$ cat src/rtl/weight_update.sv
// Stored weight array with a streaming gradient-step pass: w[i] -= (err * x[i]) >> (6 + LR_SHIFT),
// saturated to signed 8 bits, one weight per accepted x beat.
module weight_update #(
  parameter int N        = 4,
  parameter int LR_SHIFT = 3,
  localparam int AW      = (N > 1) ? $clog2(N) : 1
) (
  input  logic          clk,
  input  logic          rst,
  input  logic          wr_en,
  input  logic [AW-1:0] wr_addr,
  input  logic [7:0]    wr_data,
  input  logic [AW-1:0] rd_addr,
  output logic [7:0]    rd_data,
  input  logic          start,
  input  logic [7:0]    err,
  input  logic [7:0]    x_in,
  input  logic          x_valid,
  output logic          x_ready,
  output logic          busy,
  output logic          done,
  output logic          sat
);

  localparam int            SHIFT    = 6 + LR_SHIFT;
  localparam logic [AW:0]   N_W      = (AW + 1)'(N);
  localparam logic [AW-1:0] LAST_IDX = AW'(N - 1);

  typedef enum logic [1:0] {
    S_IDLE = 2'd0,
    S_RUN  = 2'd1,
    S_DONE = 2'd2
  } state_t;

  state_t             state_r;
  logic [7:0]         weights_r [N];
  logic [AW-1:0]      idx_r;
  logic signed [7:0]  err_r;
  logic               x_ready_r;
  logic               busy_r;
  logic               done_r;
  logic               sat_r;

  logic               accept_s;
  logic               last_s;
  logic               wr_ok_s;
  logic               rd_ok_s;
  logic signed [15:0] prod_s;
  logic signed [15:0] step_s;
  logic signed [15:0] wide_s;
  logic [7:0]         cur_w_s;
  logic [7:0]         new_w_s;
  logic               clamp_s;

  // Saturate a widened weight back into the signed Q1.6 range.
  function automatic logic [7:0] clamp8(input logic signed [15:0] v);
    logic [7:0] r;
    if (v > 16'sd127) begin
      r = 8'h7F;
    end else if (v < -16'sd128) begin
      r = 8'h80;
    end else begin
      r = v[7:0];
    end
    return r;
  endfunction

  function automatic logic out_of_range(input logic signed [15:0] v);
    return (v > 16'sd127) || (v < -16'sd128);
  endfunction

  // Beat acceptance, write qualification and the per-beat arithmetic.
  always_comb begin
    accept_s = 1'b0;
    last_s   = 1'b0;
    wr_ok_s  = 1'b0;
    cur_w_s  = 8'h00;
    prod_s   = 16'sd0;
    step_s   = 16'sd0;
    wide_s   = 16'sd0;
    new_w_s  = 8'h00;
    clamp_s  = 1'b0;
    if (x_ready_r && x_valid) begin
      accept_s = 1'b1;
    end else begin
      accept_s = 1'b0;
    end
    last_s = (idx_r == LAST_IDX);
    if (wr_en && (state_r == S_IDLE) && ({1'b0, wr_addr} < N_W)) begin
      wr_ok_s = 1'b1;
    end else begin
      wr_ok_s = 1'b0;
    end
    cur_w_s = weights_r[idx_r];
    prod_s  = err_r * $signed(x_in);
    // Arithmetic shift floors toward negative infinity, matching the update rule.
    step_s  = prod_s >>> SHIFT;
    wide_s  = {{8{cur_w_s[7]}}, cur_w_s} - step_s;
    new_w_s = clamp8(wide_s);
    clamp_s = out_of_range(wide_s);
  end

  // Combinational read port; addresses past N-1 read as zero.
  always_comb begin
    rd_data = 8'h00;
    rd_ok_s = ({1'b0, rd_addr} < N_W);
    if (rd_ok_s) begin
      rd_data = weights_r[rd_addr];
    end else begin
      rd_data = 8'h00;
    end
  end

  // Weight storage: pass updates in RUN, host loads only in IDLE.
  always_ff @(posedge clk or negedge rst) begin
    if (!rst) begin
      for (int i = 0; i < N; i++) begin
        weights_r[i] <= 8'h00;
      end
    end else if (accept_s) begin
      weights_r[idx_r] <= new_w_s;
    end else if (wr_ok_s) begin
      weights_r[wr_addr] <= wr_data;
    end
  end

  // Pass control FSM with registered handshake and status outputs.
  always_ff @(posedge clk or negedge rst) begin
    if (!rst) begin
      state_r   <= S_IDLE;
      idx_r     <= '0;
      err_r     <= 8'sd0;
      x_ready_r <= 1'b0;
      busy_r    <= 1'b0;
      done_r    <= 1'b0;
      sat_r     <= 1'b0;
    end else begin
      case (state_r)
        S_IDLE: begin
          done_r <= 1'b0;
          if (start) begin
            state_r   <= S_RUN;
            err_r     <= $signed(err);
            idx_r     <= '0;
            sat_r     <= 1'b0;
            x_ready_r <= 1'b1;
            busy_r    <= 1'b1;
          end else begin
            x_ready_r <= 1'b0;
            busy_r    <= 1'b0;
          end
        end
        S_RUN: begin
          if (accept_s) begin
            if (clamp_s) begin
              sat_r <= 1'b1;
            end
            if (last_s) begin
              state_r   <= S_DONE;
              x_ready_r <= 1'b0;
              done_r    <= 1'b1;
            end else begin
              idx_r <= idx_r + AW'(1);
            end
          end
        end
        S_DONE: begin
          state_r <= S_IDLE;
          done_r  <= 1'b0;
          busy_r  <= 1'b0;
        end
        default: begin
          state_r   <= S_IDLE;
          x_ready_r <= 1'b0;
          busy_r    <= 1'b0;
          done_r    <= 1'b0;
        end
      endcase
    end
  end

  assign x_ready = x_ready_r;
  assign busy    = busy_r;
  assign done    = done_r;
  assign sat     = sat_r;

endmodule

$ cat config.mk
export PLATFORM = sky130hd
export DESIGN_NAME = weight_update
export DESIGN_NICKNAME = d
export VERILOG_FILES = /design/src/rtl/weight_update.sv
export SDC_FILE = /design/constraint.sdc
export NUM_CORES = 1
export LEC_CHECK = 0
export ABC_AREA = 1
export CAP_MARGIN = 20
export CORE_MARGIN = 10
export CORE_UTILIZATION = 56
export CTS_BUF_LIST = sky130_fd_sc_hd__clkbuf_4
export DETAILED_ROUTE_END_ITERATION = 12
export GPL_ROUTABILITY_DRIVEN = 0
export HOLD_SLACK_MARGIN = 0.1
export MAX_ROUTING_LAYER = met4
export PLACE_DENSITY_LB_ADDON = 0.1
export SKIP_CTS_REPAIR_TIMING = 1
export SLEW_MARGIN = 20
export SYNTH_ARGS = -nofsm -noshare
export SYNTH_HDL_FRONTEND = slang
export SYNTH_SLANG_ARGS = --single-unit
$ cat constraint.sdc
create_clock -name clk -period 5.4 [get_ports clk]
set_clock_uncertainty 0.05 [all_clocks]
set_input_delay 1.08 -clock clk [delete_from_list [all_inputs] [get_ports clk]]
set_output_delay 1.08 -clock clk [all_outputs]
set_load 0.03 [all_outputs]
==> impl_metrics.yaml, run 1 <==
setup_path:
  cp.arrival_ps: 6010
  crit_slowest_cell: "fa_1"
  path_buf_inv: 5
  critPathRequiredTime_ps: 5610
  crit_family: "adder cells"
  path_max_fanout: 4
  path_class: "in2reg"
  endpoint_kind: "register"
  startpoint_type: "primary input"
  critPathMaxStageDelay_ps: 550
yosys:
  synth_top_family_by_area: "adder cells"
  syn_area_per_cell_um2: 7.41
  synthArstFlopShare_pct: 100
  synth_top_area_cell: "dfrtp_1"
  synth-edff-count: 0
  synth-simple-area-share_pct: 25.1
  ys.flop_type: "dfrtp_1"
  synth.mux.area_fraction_pct: 0
  yosysWarnings: 0
  synth-compound-area-share_pct: 12.5
  synthDistinctLibCells: 46
  synth_area_leaders: "dfrtp_1 20%, fa_1 18%, nand2_1 11%"
  syn_nets: 918
  ys_ff_latch: 48
  synthXorXnorAreaFrac_pct: 1.94
  syn_area_mm2: 0.00587
  synthCells: 792
  synth_top_area_share_pct: 20.5
  synth-adder-area-share_pct: 26.7
  seq_area_frac_synth_pct: 20.5
cts:
  clockBufferDepth: 2
  cts_tree: "yes"
  numCtsBuffers: 5
  insertion_delay_ps: 390
  htree_levels: 2
  clockRootBuffer: "clkbuf_4"
  clk_pin_slew_ps: 160
  numClockSinks: 48
global_route:
  grt_overflow_total: 0
  groute.usage.overall_pct: 22.4
  grt_pass1_wl_um: 26800
  antenna_found_initial: 1
  first_global_vias: 5723
  grt_max_degree: 49
sta:
  tns_ps: -10850
  rsz0062_at_grt: "yes"
  min_period_over_period_pct: 107
  finalHoldViolCount: 0
  period_minus_slack_ps: 5800
  worst_slack_ps: -395
  worstMarginPinSlew_ps: 750
  finalSetupViolations: 33
  drv_slew: 0
  maxSlewHeadroom_pct: 50.0
  fmax_mhz: 173
finish:
  fillers: 845
  layout.area.seq_mm2: 0.00120
  area_growth_pct: 26.5
  multi_input_area_mm2: 0.00431
  final_cells: 1027
  final_nets: 1015
  most-common-layout-cells: "156 x nand2_1, 146 x inv_1, 66 x buf_4, 51 x fa_1, 50 x nor2_1"
  final_common_cell: "nand2_1"
  drive_gt1_share_pct: 25.6
  design_area_mm2: 0.00742
drt:
  avgViaCountPerCell: 5.52
  wl_um: 16800
  num_vias: 5667
  drt_iter0_drc: 436
  drt-pass1-iter-count: 5
  antenna_left: 0
  detail_route.wl_per_cell_um: 16.3
  drc_errors: 0
floorplan:
  die_w_um: 122
  core-area_mm2: 0.0103
  die-area_mm2: 0.0150
  die-height_um: 122
  row_count: 37
  start_util_pct: 57.1
  io_pins: 45
place:
  dpl.cell_count: 1002
  dp_hpwl_um: 12900
  portBuffers: 44
  place_area_mm2: 0.00692
status:
  outcome: "complete, but fails checks"
  violations: "setup timing"
run:
  drv_cap: 0
min_path:
  worstHoldPathType: "reg2reg"
## flip-flops by register name, indices dropped and copies added (netlist names)
| signal | cells |
|---|---|
| idx_r | 2 |
| sat | 1 |
| done | 1 |
| state_r | 2 |
| weights_r | 32 |
| busy | 1 |
| err_r | 8 |
| x_ready | 1 |
## path summary, 6_finish.rpt
path	start	end	slack, ps	depth (start not counted)
max	x_in[2]	weights_r[6]	-400	27
min	busy	busy	460	2
max reg2reg	err_r[7]	weights_r[6]	-270	25
min reg2reg	busy	busy	460	2
max in group asynchronous	rst	weights_r[1]	4210	1
min in group asynchronous	rst	done	630	1
## routing by layer
layer	share of wire [%]	track usage (%)
met4	3.5	8.84
met2	51	40.7
met3	5.8	2.02
met5	0	-
met1	40	24.9
## worst min-delay path, cell delays in order, from the launching register on
cell	delay (ps)
dfrtp_1	380
nand2_1	60
nand2_1	50
## cell usage after synthesis, types with 10 or more instances
| cell | n |
|---|---|
| o22ai_1 | 16 |
| o21ai_0 | 43 |
| inv_1 | 165 |
| nand3_1 | 26 |
| nand2_2 | 13 |
| fa_1 | 54 |
| nor4_1 | 10 |
| a21oi_1 | 27 |
| dfrtp_1 | 48 |
| clkbuf_1 | 19 |
| ha_1 | 39 |
| nand2_1 | 173 |
| nor2_1 | 60 |
## final cells by class
type                       count  share of cell area (%)
inverter                     174                    8.87
clock inverter                 3                   0.927
timing repair buffer         114                    13.1
clock buffer                   5                   0.506
tap                          136                    2.29
antenna                        1                  0.0337
sequential                    48                    16.2
multi-input combinational    546                    58.1
## metrics by stage
step | hold slack [ps] | setup WS, ps | utilization [%]
floorplan | 414 | -397 | -
global placement | 423 | -1250 | 67.4
detailed placement | 430 | -1390 | 67.4
CTS | 470 | -1010 | 68.4
global route | 492 | -586 | 72.2
finish | 462 | -395 | 72.2
## cell families after synthesis
| family | after synthesis |
|---|---|
| buffers and inverters | 198 |
| and+or+nand+nor | 319 |
| xor gates and xnor gates | 13 |
| AOI/OAI and AO/OA | 121 |
| adders and majority gates | 93 |
| DFF | 48 |
Power of run 1 is not shown: default switching activity piles up to over one toggle a cycle in this logic, so the estimate is an artifact.
==> run 2: changes to the inputs <==
- CORE_UTILIZATION: 56 -> 40
==> run 2 against run 1 <==
The run still ends with setup timing left. Cell area is 3.9% higher. Hold slack worse by 15 ps. Wire length is 1.7% higher. Sequential cell count stayed put. Critical path depth is 4 higher. Fmax is 1.4% higher. Die area is 33% higher.
==> impl_metrics.yaml, run 2 (synthesis gave the netlist of run 1 again) <==
floorplan:
  die-height_um: 141
  die_w_um: 141
  die-area_mm2: 0.0199
  core-area_mm2: 0.0145
  io_pins: 45
  start_util_pct: 40.5
  row_count: 44
drt:
  num_vias: 5544
  detail_route.wl_per_cell_um: 15.7
  drc_errors: 0
  drt_iter0_drc: 366
  drt-pass1-iter-count: 5
  wl_um: 17000
  antenna_left: 0
  avgViaCountPerCell: 5.11
sta:
  period_minus_slack_ps: 5710
  fmax_mhz: 175
  finalHoldViolCount: 0
  finalSetupViolations: 33
  tns_ps: -8600
  min_period_over_period_pct: 106
  rsz0062_at_grt: "yes"
  worstMarginPinSlew_ps: 769
  drv_slew: 0
  maxSlewHeadroom_pct: 48.7
  worst_slack_ps: -314
setup_path:
  startpoint_type: "primary input"
  critPathMaxStageDelay_ps: 530
  cp.arrival_ps: 5930
  critPathRequiredTime_ps: 5620
  path_max_fanout: 6
  endpoint_kind: "register"
  r2r_end: "weights_r[21]"
  crit_top_cell: "nand2_2"
  crit-reg2reg-launch: "err_r[4]"
  crit_slowest_cell: "fa_1"
  path_class: "in2reg"
  ff2ff_path_depth: 28
  rrSetupSlack_ps: -40
status:
  outcome: "complete, but fails checks"
  violations: "setup timing"
cts:
  cts_tree: "yes"
  clockRootBuffer: "clkbuf_4"
  insertion_delay_ps: 400
  htree_levels: 2
  clockBufferDepth: 2
  numCtsBuffers: 5
  clk_pin_slew_ps: 130
  numClockSinks: 48
finish:
  final_common_cell: "inv_1"
  reg_top3: "weights_r (32), err_r (8)"
  drive_gt1_share_pct: 29.1
  final_nets: 1025
  largest_reg_flops: 32
  most-common-layout-cells: "147 x inv_1, 138 x nand2_1, 66 x buf_4, 52 x fa_1, 50 x nor2_1"
  fillers: 1408
  top_register: "weights_r"
  area_growth_pct: 31.4
min_path:
  worst_hold_path.endpoint: "busy"
  worstHoldPathType: "reg2reg"
  holdPathStages: 2
  min_from: "busy"
global_route:
  grt_overflow_total: 0
  grt_max_degree: 49
  antenna_found_initial: 1
  first_global_vias: 5688
  groute.usage.overall_pct: 17.5
  grt_pass1_wl_um: 27800
place:
  dp_slack_ps: -1400
  portBuffers: 44
  dp_hpwl_um: 13000
run:
  drv_cap: 0
## run 2: cell types whose count changed in the layout (fill, tap and decap cells not counted), sizes merged
cell	before	now
buf	73	83
bufinv	2	0
clkinv	3	5
inv	172	170
clkbuf	10	9
clkinvlp	0	1
dlymetal6s2s	1	2
## run 2: critical path: cells and delay by family
family                     cells  cell delay (ps)
and+or+nand+nor               14             1280
AOI/OAI and AO/OA              2              340
adders and majority gates      6             2570
buffers and inverters          8              580
xor gates and xnor gates       1               60
## run 2: worst max path at each step
| stage | startpoint | end | slack [ps] | cells after the start |
|---|---|---|---|---|
| floorplan | x_in[2] | weights_r[30] | -400 | 27 |
| global placement | x_in[3] | sat | -1350 | 29 |
| detailed placement | x_in[4] | sat | -1400 | 28 |
| CTS | x_in[4] | sat | -1020 | 28 |
| global route | x_in[1] | weights_r[21] | -530 | 31 |
| finish | x_in[2] | weights_r[21] | -310 | 31 |
## run 2: cell type report
class	count	area (um2)	area share [%]
tap	184	230	2.99
inverter	174	664	8.61
timing repair buffer	124	1110	14.3
clock inverter	2	12.5	0.162
sequential	48	1200	15.6
multi-input combinational	546	4460	57.8
clock buffer	5	37.5	0.487
antenna	1	2.50	0.0324
## run 2: per-stage QoR
stage	area (um2)	util (%)	hold WS [ps]	instances
2_1_floorplan	6070	-	414	792
3_3_place_gp	7040	48.6	416	1057
3_5_place_dp	7040	48.6	417	1057
4_1_cts	7090	48.9	453	1064
5_1_grt	7710	53.3	495	1084
6_report	7710	53.3	447	1084
## run 2: layer usage
layer / track usage (%) / share of wire, %
met2: 28.8 / 49
met3: 2.65 / 5.3
met4: 4.95 / 1.9
met1: 21.8 / 44
met5: - / 0
Power of run 2 is left out for the same reason.
